==> src/rtl/intel_vvp_bayer_pkg.sv <==
// Shared types and constants for the Bayer white-balance block.
package intel_vvp_bayer_pkg;

    typedef enum logic [1:0] {
        CFA_B     = 2'b00,
        CFA_G     = 2'b01,
        CFA_R     = 2'b10,
        CFA_UNITY = 2'b11
    } cfa_code_e;

    localparam int GAIN_W = 16;
    localparam int FRAC_W = 12;
    localparam logic [GAIN_W-1:0] UNITY_GAIN = 16'h1000;

    // Lane width: sample padded to at least 8 bits, rounded up to whole bytes.
    function automatic int padded_lane_w(input int bps);
        int p;
        p = (bps > 8) ? bps : 8;
        return ((p + 7) / 8) * 8;
    endfunction

endpackage

==> src/rtl/intel_vvp_bayer_wbal_lane.sv <==
// One Bayer lane: subtract black, multiply by 4.12 gain, round and clip.
module intel_vvp_bayer_wbal_lane
    import intel_vvp_bayer_pkg::*;
#(
    parameter int BPS    = 10,
    parameter int LANE_W = 16
) (
    input  logic              main_clock,
    input  logic              main_reset,
    input  logic              en,
    input  logic [BPS-1:0]    pix,
    input  logic [BPS-1:0]    black,
    input  logic [GAIN_W-1:0] gain,
    output logic [LANE_W-1:0] pix_out,
    output logic              clip
);

    localparam int PROD_W = BPS + GAIN_W;
    localparam int Y_W    = PROD_W + 1 - FRAC_W;
    localparam logic [PROD_W:0] ROUND = (PROD_W+1)'(2 ** (FRAC_W - 1));

    logic [BPS-1:0]    d_s1;
    logic [GAIN_W-1:0] gain_s1;
    logic [PROD_W-1:0] prod_s2;
    logic [PROD_W:0]   sum;
    logic [Y_W-1:0]    y;
    logic              clip_c;
    logic [BPS-1:0]    y_sat;

    assign sum    = {1'b0, prod_s2} + ROUND;
    assign y      = sum[PROD_W:FRAC_W];
    assign clip_c = |y[Y_W-1:BPS];
    assign y_sat  = clip_c ? {BPS{1'b1}} : y[BPS-1:0];

    always_ff @(posedge main_clock) begin
        if (main_reset) begin
            d_s1    <= '0;
            gain_s1 <= '0;
            prod_s2 <= '0;
            pix_out <= '0;
            clip    <= 1'b0;
        end else if (en) begin
            d_s1    <= (pix > black) ? pix - black : '0;
            gain_s1 <= gain;
            prod_s2 <= PROD_W'(d_s1) * PROD_W'(gain_s1);
            pix_out <= LANE_W'(y_sat);
            clip    <= clip_c;
        end
    end

endmodule

==> src/rtl/intel_vvp_bayer_wbal.sv <==
// Bayer white balance over AXI4-Stream: per-site gain and black level, 3-cycle pipeline.
// Optional clipped-pixel counter enabled by INTEL_VVP_BAYER_WBAL_CLIP_CNT_EN.
module intel_vvp_bayer_wbal
    import intel_vvp_bayer_pkg::*;
#(
    parameter int         PIXELS_IN_PARALLEL = 2,
    parameter int         BPS                = 10,
    parameter logic [7:0] C_CFA_MODE         = 8'b00010110,
    localparam int        C_PADDED_BPS       = (BPS > 8) ? BPS : 8,
    localparam int        LANE_W             = padded_lane_w(BPS),
    localparam int        TDATA_W            = PIXELS_IN_PARALLEL * LANE_W,
    localparam int        TUSER_W            = TDATA_W / 8
) (
    input  logic               main_clock,
    input  logic               main_reset,
    input  logic [TDATA_W-1:0] axi4s_vid_in_tdata,
    input  logic               axi4s_vid_in_tlast,
    input  logic [TUSER_W-1:0] axi4s_vid_in_tuser,
    input  logic               axi4s_vid_in_tvalid,
    output logic               axi4s_vid_in_tready,
    output logic [TDATA_W-1:0] axi4s_vid_out_tdata,
    output logic               axi4s_vid_out_tlast,
    output logic [TUSER_W-1:0] axi4s_vid_out_tuser,
    output logic               axi4s_vid_out_tvalid,
    input  logic               axi4s_vid_out_tready,
    input  logic [7:0]         r_vid_cfa_mode,
    input  logic [GAIN_W-1:0]  r_gain_b,
    input  logic [GAIN_W-1:0]  r_gain_g,
    input  logic [GAIN_W-1:0]  r_gain_r,
    input  logic [BPS-1:0]     r_black_level
`ifdef INTEL_VVP_BAYER_WBAL_CLIP_CNT_EN
    ,
    output logic [31:0]        clip_count
`endif
);

    localparam int PIP = PIXELS_IN_PARALLEL;

    logic en, acc, sof_in;
    logic [3:1] vld_pipe, last_pipe, sof_pipe;

    assign en                  = ~axi4s_vid_out_tvalid | axi4s_vid_out_tready;
    assign axi4s_vid_in_tready = en;
    assign acc                 = axi4s_vid_in_tvalid & en;
    assign sof_in              = axi4s_vid_in_tuser[0];

    // Frame-latched settings; a SOF beat uses the live values directly.
    logic [7:0]        cfa_q, cfa_e;
    logic [GAIN_W-1:0] gb_q, gg_q, gr_q, gb_e, gg_e, gr_e;
    logic [BPS-1:0]    blk_q, blk_e;

    assign cfa_e = sof_in ? r_vid_cfa_mode : cfa_q;
    assign gb_e  = sof_in ? r_gain_b       : gb_q;
    assign gg_e  = sof_in ? r_gain_g       : gg_q;
    assign gr_e  = sof_in ? r_gain_r       : gr_q;
    assign blk_e = sof_in ? r_black_level  : blk_q;

    always_ff @(posedge main_clock) begin
        if (main_reset) begin
            cfa_q <= C_CFA_MODE;
            gb_q  <= UNITY_GAIN;
            gg_q  <= UNITY_GAIN;
            gr_q  <= UNITY_GAIN;
            blk_q <= '0;
        end else if (acc && sof_in) begin
            cfa_q <= r_vid_cfa_mode;
            gb_q  <= r_gain_b;
            gg_q  <= r_gain_g;
            gr_q  <= r_gain_r;
            blk_q <= r_black_level;
        end
    end

    logic line_par, eff_line;
    logic [PIP-1:0] col_par;

    assign eff_line = ~sof_in & line_par;

    always_ff @(posedge main_clock) begin
        if (main_reset)
            line_par <= 1'b0;
        else if (acc)
            line_par <= eff_line ^ axi4s_vid_in_tlast;
    end

    generate
        if (PIP == 1) begin : g_col_beat
            logic col_q, eff_col;
            assign eff_col    = ~sof_in & col_q;
            assign col_par[0] = eff_col;
            always_ff @(posedge main_clock) begin
                if (main_reset)
                    col_q <= 1'b0;
                else if (acc)
                    col_q <= axi4s_vid_in_tlast ? 1'b0 : ~eff_col;
            end
        end else begin : g_col_lane
            for (genvar i = 0; i < PIP; i++) begin : g_par
                assign col_par[i] = 1'(i % 2);
            end
        end
    endgenerate

    always_ff @(posedge main_clock) begin
        if (main_reset) begin
            vld_pipe  <= '0;
            last_pipe <= '0;
            sof_pipe  <= '0;
        end else if (en) begin
            vld_pipe  <= {vld_pipe[2:1],  axi4s_vid_in_tvalid};
            last_pipe <= {last_pipe[2:1], axi4s_vid_in_tlast};
            sof_pipe  <= {sof_pipe[2:1],  sof_in};
        end
    end

    logic [PIP-1:0][LANE_W-1:0] pix_o;
    logic [PIP-1:0]             clip_o;

    generate
        for (genvar i = 0; i < PIP; i++) begin : g_lane
            cfa_code_e         code;
            logic [GAIN_W-1:0] gain;

            // Line 0 uses map bits [7:4], line 1 bits [3:0]; odd columns take the upper pair.
            assign code = cfa_code_e'(cfa_e[{~eff_line, col_par[i], 1'b0} +: 2]);

            always_comb begin
                case (code)
                    CFA_B:   gain = gb_e;
                    CFA_G:   gain = gg_e;
                    CFA_R:   gain = gr_e;
                    default: gain = UNITY_GAIN;
                endcase
            end

            intel_vvp_bayer_wbal_lane #(
                .BPS    (BPS),
                .LANE_W (LANE_W)
            ) u_lane (
                .main_clock (main_clock),
                .main_reset (main_reset),
                .en         (en),
                .pix        (axi4s_vid_in_tdata[i*LANE_W +: BPS]),
                .black      (blk_e),
                .gain       (gain),
                .pix_out    (pix_o[i]),
                .clip       (clip_o[i])
            );
        end
    endgenerate

    assign axi4s_vid_out_tdata  = pix_o;
    assign axi4s_vid_out_tvalid = vld_pipe[3];
    assign axi4s_vid_out_tlast  = last_pipe[3];
    assign axi4s_vid_out_tuser  = TUSER_W'(sof_pipe[3]);

    logic unused_in;
    assign unused_in = ^{axi4s_vid_in_tdata, axi4s_vid_in_tuser, C_PADDED_BPS[0]};

`ifdef INTEL_VVP_BAYER_WBAL_CLIP_CNT_EN
    logic [31:0] clip_cur, beat_clips;
    logic [32:0] clip_sum;

    always_comb begin
        beat_clips = '0;
        for (int i = 0; i < PIP; i++)
            beat_clips = beat_clips + 32'(clip_o[i]);
    end

    assign clip_sum = {1'b0, clip_cur} + {1'b0, beat_clips};

    // Count accumulates over output beats; published and restarted at each output SOF.
    always_ff @(posedge main_clock) begin
        if (main_reset) begin
            clip_cur   <= '0;
            clip_count <= '0;
        end else if (axi4s_vid_out_tvalid && axi4s_vid_out_tready) begin
            if (sof_pipe[3]) begin
                clip_count <= clip_cur;
                clip_cur   <= beat_clips;
            end else begin
                clip_cur   <= clip_sum[32] ? 32'hFFFF_FFFF : clip_sum[31:0];
            end
        end
    end
`else
    logic unused_clip;
    assign unused_clip = ^clip_o;
`endif

endmodule

==> config.mk <==
export PLATFORM = sky130hd
export DESIGN_NAME = intel_vvp_bayer_wbal
export DESIGN_NICKNAME = d
export VERILOG_FILES = /design/src/rtl/intel_vvp_bayer_pkg.sv /design/src/rtl/intel_vvp_bayer_wbal_lane.sv /design/src/rtl/intel_vvp_bayer_wbal.sv
export SDC_FILE = /design/constraint.sdc
export NUM_CORES = 1
export LEC_CHECK = 0
export BUFFER_PORTS_ARGS = -buffer_cell sky130_fd_sc_hd__buf_2
export CAP_MARGIN = 0
export CORE_MARGIN = 2
export CORE_UTILIZATION = 65
export CTS_CLUSTER_SIZE = 25
export DETAILED_ROUTE_END_ITERATION = 10
export HOLD_SLACK_MARGIN = 0.15
export MAX_ROUTING_LAYER = met4
export PLACE_DENSITY = 0.95
export SLEW_MARGIN = 40
export SYNTH_ARGS = -nofsm -noshare
export SYNTH_HDL_FRONTEND = slang
export SYNTH_SLANG_ARGS = --single-unit
==> constraint.sdc <==
create_clock -name main_clock -period 9.5 [get_ports main_clock]
set_input_delay 0.95 -clock main_clock [delete_from_list [all_inputs] [get_ports main_clock]]
set_output_delay 0.95 -clock main_clock [all_outputs]
set_load 0.01 [all_outputs]
## Word-level counts from Yosys, hierarchy flattened

Cells that the tools add are included.
Widths: inputs -> output; s select.

- Register bits: 200
- Bits in latches: 0
- RAM bits: 0
- Memory bits (read-only): 0
- Output and inout bits: 39
- Memories: 0

- $add $sub $neg: 4
- Multiply operators: 2
- Div/mod/pow operators: 0
- Magnitude comparators: 2
- Eq/ne operators: 4
- Shift operators: 2
- Multiplexer cells: 11
- Bitwise operators: 7
- Reductions and logical operators: 5

Operators by type and width:

| kind | count |
|---|---|
| $pmux 16 s3 | 2 |
| $add 26x12->27 const B | 2 |
| $mul 10x16->26 | 2 |
| $mux 10 | 5 |
| $mux 16 | 3 |
| $gt 10x10->1 | 2 |
| $sub 10x10->10 | 2 |
| $shiftx 8x4->2 | 2 |
| $reduce_or 5->1 | 2 |
| $mux 8 | 1 |
| $eq 2x1->1 const B | 2 |
| $eq 2x2->1 const B | 2 |
| $logic_not 2->1 | 2 |
| $not 1->1 | 3 |
| $and 1x1->1 | 2 |
| $logic_and 1x1->1 | 1 |
| $or 1x1->1 | 1 |
| $xor 1x1->1 | 1 |

## Logic depth before layout (Yosys ltp)

Gate-level depths: netlist of the first run.

- Depth after elaboration: 6
- Depth in mapped cells: 21
- Mapped depth without buffers: 19

## By module

Synthesis of the first run repeated with hierarchy kept, for this count alone.

- Cell total of the unflattened synthesis: 2261
- Area, all modules: 19237.2 sq um

Modules (own cells, without submodules):

| module | times used | cells an instance | area each (sq um) | sequential area each (sq um) |
|---|---|---|---|---|
| intel_vvp_bayer_wbal_lane (g_lane[0].u_lane) | 1 | 874 | 7619.8 | 1041.0 |
| intel_vvp_bayer_wbal_lane (g_lane[1].u_lane) | 1 | 868 | 7437.1 | 1041.0 |
| intel_vvp_bayer_wbal | 1 | 519 | 4180.3 | 1521.5 |

## Worst setup path after synthesis of the first run

No wires, ideal clock.

- Path kind: register to register
- From: reg g_lane[0].u_lane.d_s1[2]
- To: reg g_lane[0].u_lane.prod_s2[21]
- Arrival: 5.135 ns
- Required time: 9.375 ns
- Setup slack: 4.241 ns
- Stages on the path, launching flop included: 20
- Buffers on the path: 2
- Cell sequence: dfxtp_1 -> clkbuf_1 -> clkbuf_1 -> nand2_1 -> fa_1 -> inv_1 -> fa_1 -> fa_1 -> fa_1 -> inv_1 -> fa_1 -> inv_1 -> ha_1 -> a211oi_1 -> o21ai_0 -> a2111oi_2 -> a21oi_1 -> a221oi_2 -> xor2_1 -> o21ai_1

- Word-level cells in the longest chain between the ends: 1

Ends and longest elaborated chain:

| what | RTL line | RTL |
|---|---|---|
| start, declared | intel_vvp_bayer_wbal_lane.sv:22 | `logic [BPS-1:0] d_s1;` |
| start signal, assigned | intel_vvp_bayer_wbal_lane.sv:43 | `d_s1 <= (pix > black) ? pix - black : '0;` |
| $mul 10x16->26 | intel_vvp_bayer_wbal_lane.sv:45 | `prod_s2 <= PROD_W'(d_s1) * PROD_W'(gain_s1);` |
| end signal, assigned | intel_vvp_bayer_wbal_lane.sv:45 |  |
| end, declared | intel_vvp_bayer_wbal_lane.sv:24 | `logic [PROD_W-1:0] prod_s2;` |

Every way passes these cells.
A chain may end at the register's enable or synchronous reset.

## Worst setup path after layout of the first run

- From: reg g_lane[1].u_lane.d_s1[1]
- To: reg g_lane[1].u_lane.prod_s2[23]

- Word-level cells in the longest chain between the ends: 1

Ends and longest elaborated chain:

| what | RTL line |
|---|---|
| start, declared | intel_vvp_bayer_wbal_lane.sv:22 |
| start signal, assigned | intel_vvp_bayer_wbal_lane.sv:43 |
| $mul 10x16->26 | intel_vvp_bayer_wbal_lane.sv:45 |
| end signal, assigned | intel_vvp_bayer_wbal_lane.sv:45 |
| end, declared | intel_vvp_bayer_wbal_lane.sv:24 |

Every way passes these cells.

==> metrics.log, run 1 <==
INFO  metric outcome = finished, final reports clean
INFO  metric tritoncts = done
INFO  metric combinational_power_share = a little under 30%
INFO  metric finalWorstSetupSlack = approximately 3.6 ns
INFO  metric power.share.switching = between 30% and 40%
INFO  metric post_synth_inst_count = 2,235
INFO  metric grt_util_all_layers = between 30 and 40%
INFO  metric p_int = roughly 1.5 mW
INFO  metric clock_tree_sinks = 178
INFO  metric global_route_wire_length_before_repair = about 86,000 µm
INFO  metric ioPinCount = about 150
INFO  metric drive_above_1_share = a little over a tenth
INFO  metric clk-insertion-delay-late = roughly 0.47 ns
INFO  metric drv.max_cap_violation_count = 0
INFO  metric grt_max_degree = roughly 110
INFO  metric worst_setup_path_end_kind = flip-flop
INFO  metric worst_slew_margin_rel = approximately 42%
INFO  metric io_buffers = 115
INFO  metric layout.cell_area.non_filler = 19,900 µm²
INFO  metric post_synth.cell_area_avg = ~8.4 µm²
INFO  metric total_leakage_power = 9.62 nW
INFO  metric number_of_max_slew_violations_in_the_final_report = 0
INFO  metric post_cts.repair.setup_buffers = 0
INFO  metric overflow = 0
INFO  metric async_reset_ff_share = 0%
INFO  metric synth-seq-cells = approximately 180
INFO  metric whs_path_depth = 2
INFO  metric crit_arrival = roughly 6.3 ns
INFO  metric detail_routed_net_length_per_standard_cell = about 20 µm
INFO  metric power.total = 2.40 mW
INFO  metric hold_buffer_count_at_cts = 0
INFO  metric holdWs = 0.457 ns
INFO  metric power.clock.fraction = a little under a third
INFO  metric synth-edff-count = 0
INFO  metric worstPathRequired = around 9.9 ns
INFO  metric cts-root-to-sink-buffers = 2
INFO  metric final_net_count = around 2,700
INFO  metric final_common_cell = nand2_1
INFO  metric layout-area-overhead-vs-synth = 6.39%
INFO  metric floorplan.die.width = about 170 µm
INFO  metric timing.critical_path.fanout_max = 17
INFO  metric synth-main-ff-cell = dfxtp_1
INFO  metric synth.yosys.seq_area_share = between 10% and 20%
INFO  metric synth.cell_area = between 15,000 and 20,000 µm²
INFO  metric first_global_vias = 17,188
INFO  metric initial_utilization = between 60 and 70%
INFO  metric report.final.hold_viol_count = 0
INFO  metric cp-start-kind = flip-flop
INFO  metric numPlacedInstances = approximately 2,600
INFO  metric dpl.hpwl = 37,300 µm
INFO  metric final_cells = around 2,600
INFO  metric htree_num_levels = 4
INFO  metric design.core.area = roughly 29,000 µm²
INFO  metric post_cts.resized_instances = 0
INFO  metric die_area = roughly 30,000 µm²
INFO  metric clkTransAtPathRegs = 0.09 ns
INFO  metric critical_path_class = flip-flop to flip-flop
INFO  metric grt_antenna_before_repair = 2
INFO  metric final.fill_count = ~2,000
INFO  metric reg2regPathDepth = 17
INFO  metric worstHoldPathType = flip-flop to flip-flop
INFO  metric totalNegativeSetupSlack = 0 ns
INFO  metric layout.cells.most_common_list = nand2_1, inv_1, fa_1
INFO  metric power.sequential.fraction = a little under 40%
INFO  metric via_cell_ratio = around 6.3
INFO  metric timing_worst_slew_pin_value = between 0.8 and 0.9 ns
INFO  metric drt-total-wl = approximately 53,000 µm
INFO  metric clockRootBuffer = clkbuf_16
INFO  metric finalCritPeriodShare = between 60 and 70%
INFO  metric report.final.setup_viol = 0
INFO  metric yosys_warnings = 0
INFO  metric drc = 0
INFO  metric post-route-util = 69.8%
INFO  metric fin_crit = 5.90 ns
INFO  metric fmax = between 150 and 200 MHz
INFO  metric power-per-cell-area = roughly 120 nW/µm²
INFO  metric fp.dieH = about 170 µm
INFO  metric yosys.cell_types.count = 75
INFO  metric cts-buffers-inserted = 17
INFO  metric rsz0062_at_grt = no
INFO  metric gp_congestion = between 0.9 and 1
INFO  metric initial_drt_pass_iterations = 6
INFO  metric final_antenna_net_count = 0
INFO  metric routed-via-count = between 15,000 and 20,000
INFO  metric finClkSkew = roughly 0.02 ns
INFO  metric placementRows = 62
INFO  metric pre_cts_slack = approximately 3.8 ns
INFO  metric worst_ir_drop_vdd = around 110 µV
INFO  metric dpl-instance-area = about 19,000 µm²
INFO  metric initialDrtViolationCount = just under 2,000
INFO  metric net-switching-power = approximately 940 µW
==> critical path, cell delays in order (launching register included) <==
cell and delay, ns:
dfxtp_1 0.83, nand2_1 0.17, fa_1 0.57, inv_1 0.05, fa_1 0.50, fa_1 0.53
fa_1 0.50, inv_1 0.05, fa_1 0.50, inv_1 0.05, ha_1 0.36, a21oi_1 0.09
o21ai_0 0.33, a311oi_1 0.09, a21oi_1 0.46, a221oi_1 0.23, or3_1 0.41, nand3_1 0.10
==> cell usage after synthesis (4+ instances only) <==
cell type  count  area (µm²)
a211oi_1      13        97.6
a21o_1        16         120
a21oi_1      146         731
a221oi_1      32         280
a22o_1        12         105
a31oi_1        5        31.3
a32o_1         4        40.0
and2_1       158         988
and3_1         9        56.3
buf_1          6        22.5
buf_2         16        80.1
buf_4         21         158
clkbuf_1     107         402
dfxtp_1      178        3560
fa_1         220        4400
ha_1         140        1750
inv_1        259         972
mux2_2        50         563
mux2i_1       49         490
nand2_1      407        1530
nand3_1       29         145
nand4_1       14        87.6
nor2_1        70         263
nor2b_1        7        43.8
nor3_1        36         180
o211ai_1       4        30.0
o21ai_0       96         480
o21ai_1        5        25.0
or3_1          7        43.8
xnor2_1       30         263
xor2_1        26         228
==> layout make-up <==
cell class              instances  area (µm²)  area share, %
clock buffers                  17         425           2.13
repair buffers                125         663           3.33
clock inverters                15         204           1.02
diodes                          1        2.50         0.0126
flip-flops and latches        178        3560           17.9
well taps                     384         480           2.41
inverters                     259         972           4.88
multi-input cells            1662       13600           68.3
==> per-layer routing <==
metal	track usage [%]	routed length [µm]	vias up
met5	-	0	-
met4	21.3	3380	0
met3	8.11	6240	308
met2	58.1	24300	1150
met1	42.4	18700	7881
li1	-	-	7269
==> power by group through the flow <==
stage,clock (mW),combinational (mW),sequential (mW)
final,0.759,0.700,0.946
after global placement,0,0.621,0.946
after global routing,0.785,0.770,0.952
after detailed placement,0,0.669,0.954
after CTS,0.756,0.684,0.938
after floorplan,0,0.534,0.869
==> logic make-up (layout without fill, tap and decap cells) <==
family	count (synthesis)	count (layout)	synth area share (%)
and+or+nand+nor	756	756	18.6
xor gates and xnor gates	56	56	2.62
AOI/OAI and AO/OA	375	375	12.5
muxes	100	100	5.68
adders and majority gates	360	360	32.9
other	1	16	0.0200
buffers and inverters	409	416	8.72
DFF	178	178	19.0
==> flip-flops by register name, summed over array words and instances (netlist names) <==
| name | flops |
|---|---|
| blk_q | 10 |
| cfa_q | 8 |
| g_lane.u_lane.d_s1 | 20 |
| g_lane.u_lane.gain_s1 | 32 |
| g_lane.u_lane.pix_out | 20 |
| g_lane.u_lane.prod_s2 | 30 |
| gb_q | 16 |
| gg_q | 16 |
| gr_q | 16 |
| last_pipe | 3 |
| line_par | 1 |
| sof_pipe | 3 |
| vld_pipe | 3 |
==> final timing paths <==
kind | from | slack (ns) | end
max | g_lane[1].u_lane.d_s1[1] | 3.60 | g_lane[1].u_lane.prod_s2[23]
min | gr_q[9] | 0.46 | gr_q[9]
max reg2reg | g_lane[1].u_lane.d_s1[1] | 3.60 | g_lane[1].u_lane.prod_s2[23]
min reg2reg | gr_q[9] | 0.46 | gr_q[9]
(Power assumes the default switching activity.)
==> inputs of run 2 (changes only) <==
--- a/config.mk
+++ b/config.mk
@@ -8,12 +8,12 @@
 export BUFFER_PORTS_ARGS = -buffer_cell sky130_fd_sc_hd__buf_2
 export CAP_MARGIN = 0
 export CORE_MARGIN = 2
-export CORE_UTILIZATION = 65
+export CORE_UTILIZATION = 63
 export CTS_CLUSTER_SIZE = 25
 export DETAILED_ROUTE_END_ITERATION = 10
 export HOLD_SLACK_MARGIN = 0.15
 export MAX_ROUTING_LAYER = met4
-export PLACE_DENSITY = 0.95
+export PLACE_DENSITY = 0.93
 export SLEW_MARGIN = 40
 export SYNTH_ARGS = -nofsm -noshare
 export SYNTH_HDL_FRONTEND = slang
==> constraint.sdc (replaced) <==
create_clock -name main_clock -period 5.5 [get_ports main_clock]
set_input_delay 0.55 -clock main_clock [delete_from_list [all_inputs] [get_ports main_clock]]
set_output_delay 0.55 -clock main_clock [all_outputs]
set_load 0.01 [all_outputs]
==> run 2 against run 1 <==
Sequential power rose by 66%; combinational power rose by 89%; flip-flop and latch count did not move; largest power group unchanged; highest routed layer unchanged.
==> metrics.log, run 2 (synthesis results as in run 1) <==
INFO  metric htree_num_levels = 4 (unchanged)
INFO  metric placementRows = 63 (was 62)
INFO  metric holdWs = 0.302 ns (was 0.457 ns)
INFO  metric worstReg2RegEnd = g_lane[0].u_lane.prod_s2[21] (was g_lane[1].u_lane.prod_s2[23])
INFO  metric outcome = finished, final reports clean (unchanged)
INFO  metric initial_utilization = 63.5% (was 65.6%)
INFO  metric registers.top_by_ff_count = g_lane.u_lane.gain_s1 (unchanged)
INFO  metric clk-insertion-delay-late = 0.46 ns (was 0.47 ns)
INFO  metric ioPinCount = 146 (unchanged)
INFO  metric detail_routed_net_length_per_standard_cell = 19.7 µm (was 19.9 µm)
INFO  metric layout-area-overhead-vs-synth = 8.86% (was 6.39%)
INFO  metric final_net_count = 2,761 (was 2,710)
INFO  metric fmax = 185 MHz (was 169 MHz)
INFO  metric layout.cell_area.non_filler = 20,400 µm² (was 19,900 µm²)
INFO  metric worst_slew_margin_rel = 43.9% (was 42.4%)
INFO  metric clock_tree_sinks = 178 (unchanged)
INFO  metric dpl.hpwl = 39,300 µm (was 37,300 µm)
INFO  metric via_cell_ratio = 6.27 (was 6.29)
INFO  metric grt_util_all_layers = 35.6% (was 36.4%)
INFO  metric overflow = 0 (unchanged)
INFO  metric whs_path_depth = 3 (was 2)
INFO  metric largest_register_ff_count = 32 (unchanged)
INFO  metric layout.cells.most_common_list = nand2_1, inv_1, fa_1 (unchanged)
INFO  metric crit_path_top_delay_cell = fa_1 (was dfxtp_1)
INFO  metric total_leakage_power = 9.90 nW (was 9.62 nW)
INFO  metric clockRootBuffer = clkbuf_16 (unchanged)
INFO  metric first_global_vias = 17,319 (was 17,188)
INFO  metric worst_path_largest_cell_delay = 0.59 ns (was 0.83 ns)
INFO  metric report.final.hold_viol_count = 0 (unchanged)
INFO  metric grtUsageMet1 = 42.9% (was 42.4%)
INFO  metric timing_worst_slew_pin_value = 0.839 ns (was 0.865 ns)
INFO  metric routed-via-count = 16,911 (was 16,608)
INFO  metric timing.critical_path.cells = and2_1, fa_1, fa_1, fa_1, fa_1, inv_1, fa_1, inv_1, ha_2, a211oi_1, o21ai_1, a2111oi_2, a21oi_2, a221oi_2, xor2_1, o21ai_1 (was nand2_1, fa_1, inv_1, fa_1, fa_1, fa_1, inv_1, fa_1, inv_1, ha_1, a21oi_1, o21ai_0, a311oi_1, a21oi_1, a221oi_1, or3_1, nand3_1)
INFO  metric min_from = r_vid_cfa_mode[1] (was gr_q[9])
INFO  metric report.final.setup_viol = 0 (unchanged)
INFO  metric critical_path_class = flip-flop to flip-flop (unchanged)
INFO  metric grt_antenna_before_repair = 0 (was 2)
INFO  metric number_of_max_slew_violations_in_the_final_report = 0 (unchanged)
INFO  metric holdPathEnd = cfa_q[1] (was gr_q[9])
INFO  metric grt_busiest_layer = met2 (unchanged)
INFO  metric cp-start-kind = flip-flop (unchanged)
INFO  metric worst_ir_drop_vdd = 250 µV (was 109 µV)
INFO  metric drc = 0 (unchanged)
INFO  metric drv.max_cap_violation_count = 0 (unchanged)
INFO  metric hold_buffer_count_at_cts = 0 (unchanged)
INFO  metric floorplan.die.width = 176 µm (was 174 µm)
INFO  metric biggestRegsByFlops = g_lane.u_lane.gain_s1 (32), g_lane.u_lane.prod_s2 (30) (unchanged)
INFO  metric power-per-cell-area = 205 nW/µm² (was 121 nW/µm²)
INFO  metric gr-usage-met2 = 56.7% (was 58.1%)
INFO  metric design.core.area = 29,500 µm² (was 28,500 µm²)
INFO  metric reg2regPathDepth = 16 (was 17)
INFO  metric drt-total-wl = 53,000 µm (was 52,700 µm)
INFO  metric drive_above_1_share = 14.0% (was 10.4%)
INFO  metric die_area = 31,100 µm² (was 30,200 µm²)
INFO  metric clkTransAtPathRegs = 0.08 ns (was 0.09 ns)
INFO  metric final.fill_count = 2,023 (was 1,984)
INFO  metric worstHoldPathType = primary input to flip-flop (was flip-flop to flip-flop)
INFO  metric fin_crit = 5.42 ns (was 5.90 ns)
INFO  metric cts-root-to-sink-buffers = 2 (unchanged)
INFO  metric final_common_cell = nand2_1 (unchanged)
INFO  metric io_buffers = 115 (unchanged)
INFO  metric use_met3 = 8.03% (was 8.11%)
INFO  metric initial_drt_pass_iterations = 6 (unchanged)
INFO  metric timing.critical_path.fanout_max = 9 (was 17)
INFO  metric global_route_wire_length_before_repair = 85,400 µm (was 85,600 µm)
INFO  metric crit_arrival = 5.73 ns (was 6.29 ns)
INFO  metric finalCritPeriodShare = 98.5% (was 62.1%)
INFO  metric finClkSkew = 0.0197 ns (was 0.0201 ns)
INFO  metric initialDrtViolationCount = 1,990 (was 1,933)
INFO  metric power.total = 4.19 mW (was 2.40 mW)
INFO  metric r2r_setup_slk = 0.08 ns (was 3.60 ns)
INFO  metric worstPathRequired = 5.81 ns (was 9.89 ns)
INFO  metric gp_congestion = 0.946 (was 0.948)
INFO  metric critical_path.reg2reg.startpoint = g_lane[0].u_lane.d_s1[6] (was g_lane[1].u_lane.d_s1[1])
INFO  metric grt_max_degree = 89 (was 106)
INFO  metric tritoncts = done (unchanged)
INFO  metric fp.dieH = 176 µm (was 174 µm)
INFO  metric dpl-instance-area = 19,700 µm² (was 19,300 µm²)
INFO  metric n_antenna_cell = 0 (was 1)
INFO  metric cts-buffers-inserted = 17 (unchanged)
INFO  metric final_antenna_net_count = 0 (unchanged)
INFO  metric critPathMostFrequentCell = fa_1 (unchanged)
INFO  metric worst_setup_path_end_kind = flip-flop (unchanged)
-- run 2: cell type report --
| class | count | area (µm²) | share of cell area, % |
|---|---|---|---|
| Timing Repair Buffer | 176 | 1040 | 5.11 |
| Tap cell | 390 | 488 | 2.39 |
| Clock buffer | 18 | 439 | 2.15 |
| Clock inverter | 14 | 188 | 0.920 |
| Inverter | 259 | 972 | 4.77 |
| Sequential cell | 178 | 3610 | 17.7 |
| Multi-Input combinational cell | 1662 | 13700 | 66.9 |
-- run 2: power by group --
| part | internal [mW] | switching, mW | leakage [nW] |
|---|---|---|---|
| combinational | 0.538 | 0.786 | 8.12 |
| clock | 0.670 | 0.626 | 0.306 |
| sequential | 1.40 | 0.165 | 1.47 |
-- run 2: worst max-delay path: cells and delay by family, from the launching register on --
kind,cells,cell delay [ns]
XOR/XNOR,1,0.17
adder cells (fa/ha/maj),6,2.80
buffers and inverters,2,0.13
AND/OR/NAND/NOR,1,0.20
flip-flops,1,0.51
AO/OA/AOI/OAI,6,1.47
-- run 2: what timing repair did --
| item | in CTS | in global routing |
|---|---|---|
| setup buffers | 0 | 0 |
| cloned | 0 | 0 |
| endpoints found under the hold margin | 0 | 0 |
| pin swaps | 0 | 1 |
| resized for setup | 4 | 39 |
| setup endpoints to repair | 5 | 18 |
-- run 2: worst max path at each step --
stage                             startpoint                            to  slack, ns  cells after the start
floorplan           g_lane[0].u_lane.d_s1[2]  g_lane[0].u_lane.prod_s2[21]       0.24                     19
global placement    g_lane[1].u_lane.d_s1[1]  g_lane[1].u_lane.prod_s2[20]       0.13                     17
detailed placement  g_lane[1].u_lane.d_s1[1]  g_lane[1].u_lane.prod_s2[22]      -0.02                     18
CTS                 g_lane[1].u_lane.d_s1[2]  g_lane[1].u_lane.prod_s2[22]       0.03                     18
global route        g_lane[1].u_lane.d_s1[4]  g_lane[1].u_lane.prod_s2[22]      -0.06                     18
finish              g_lane[0].u_lane.d_s1[6]  g_lane[0].u_lane.prod_s2[21]       0.08                     16
-- run 2: metal layers --
layer / share of wire, % / routed length, µm
met1: 36 / 19200
met2: 46 / 24600
met3: 12 / 6360
met4: 5.6 / 2960
met5: 0 / 0
-- run 2: per-stage QoR --
| step | instances | TNS [ns] | utilization (%) | setup slack [ns] |
|---|---|---|---|---|
| finish | 2697 | 0 | 69.2 | 0.0827 |
| global route | 2697 | -0.125 | 69.2 | -0.0631 |
| CTS | 2697 | 0 | 68.9 | 0.0291 |
| detailed placement | 2665 | -0.0187 | 66.7 | -0.0187 |
| global placement | 2665 | 0 | 66.7 | 0.129 |
| floorplan | 2249 | 0 | - | 0.241 |
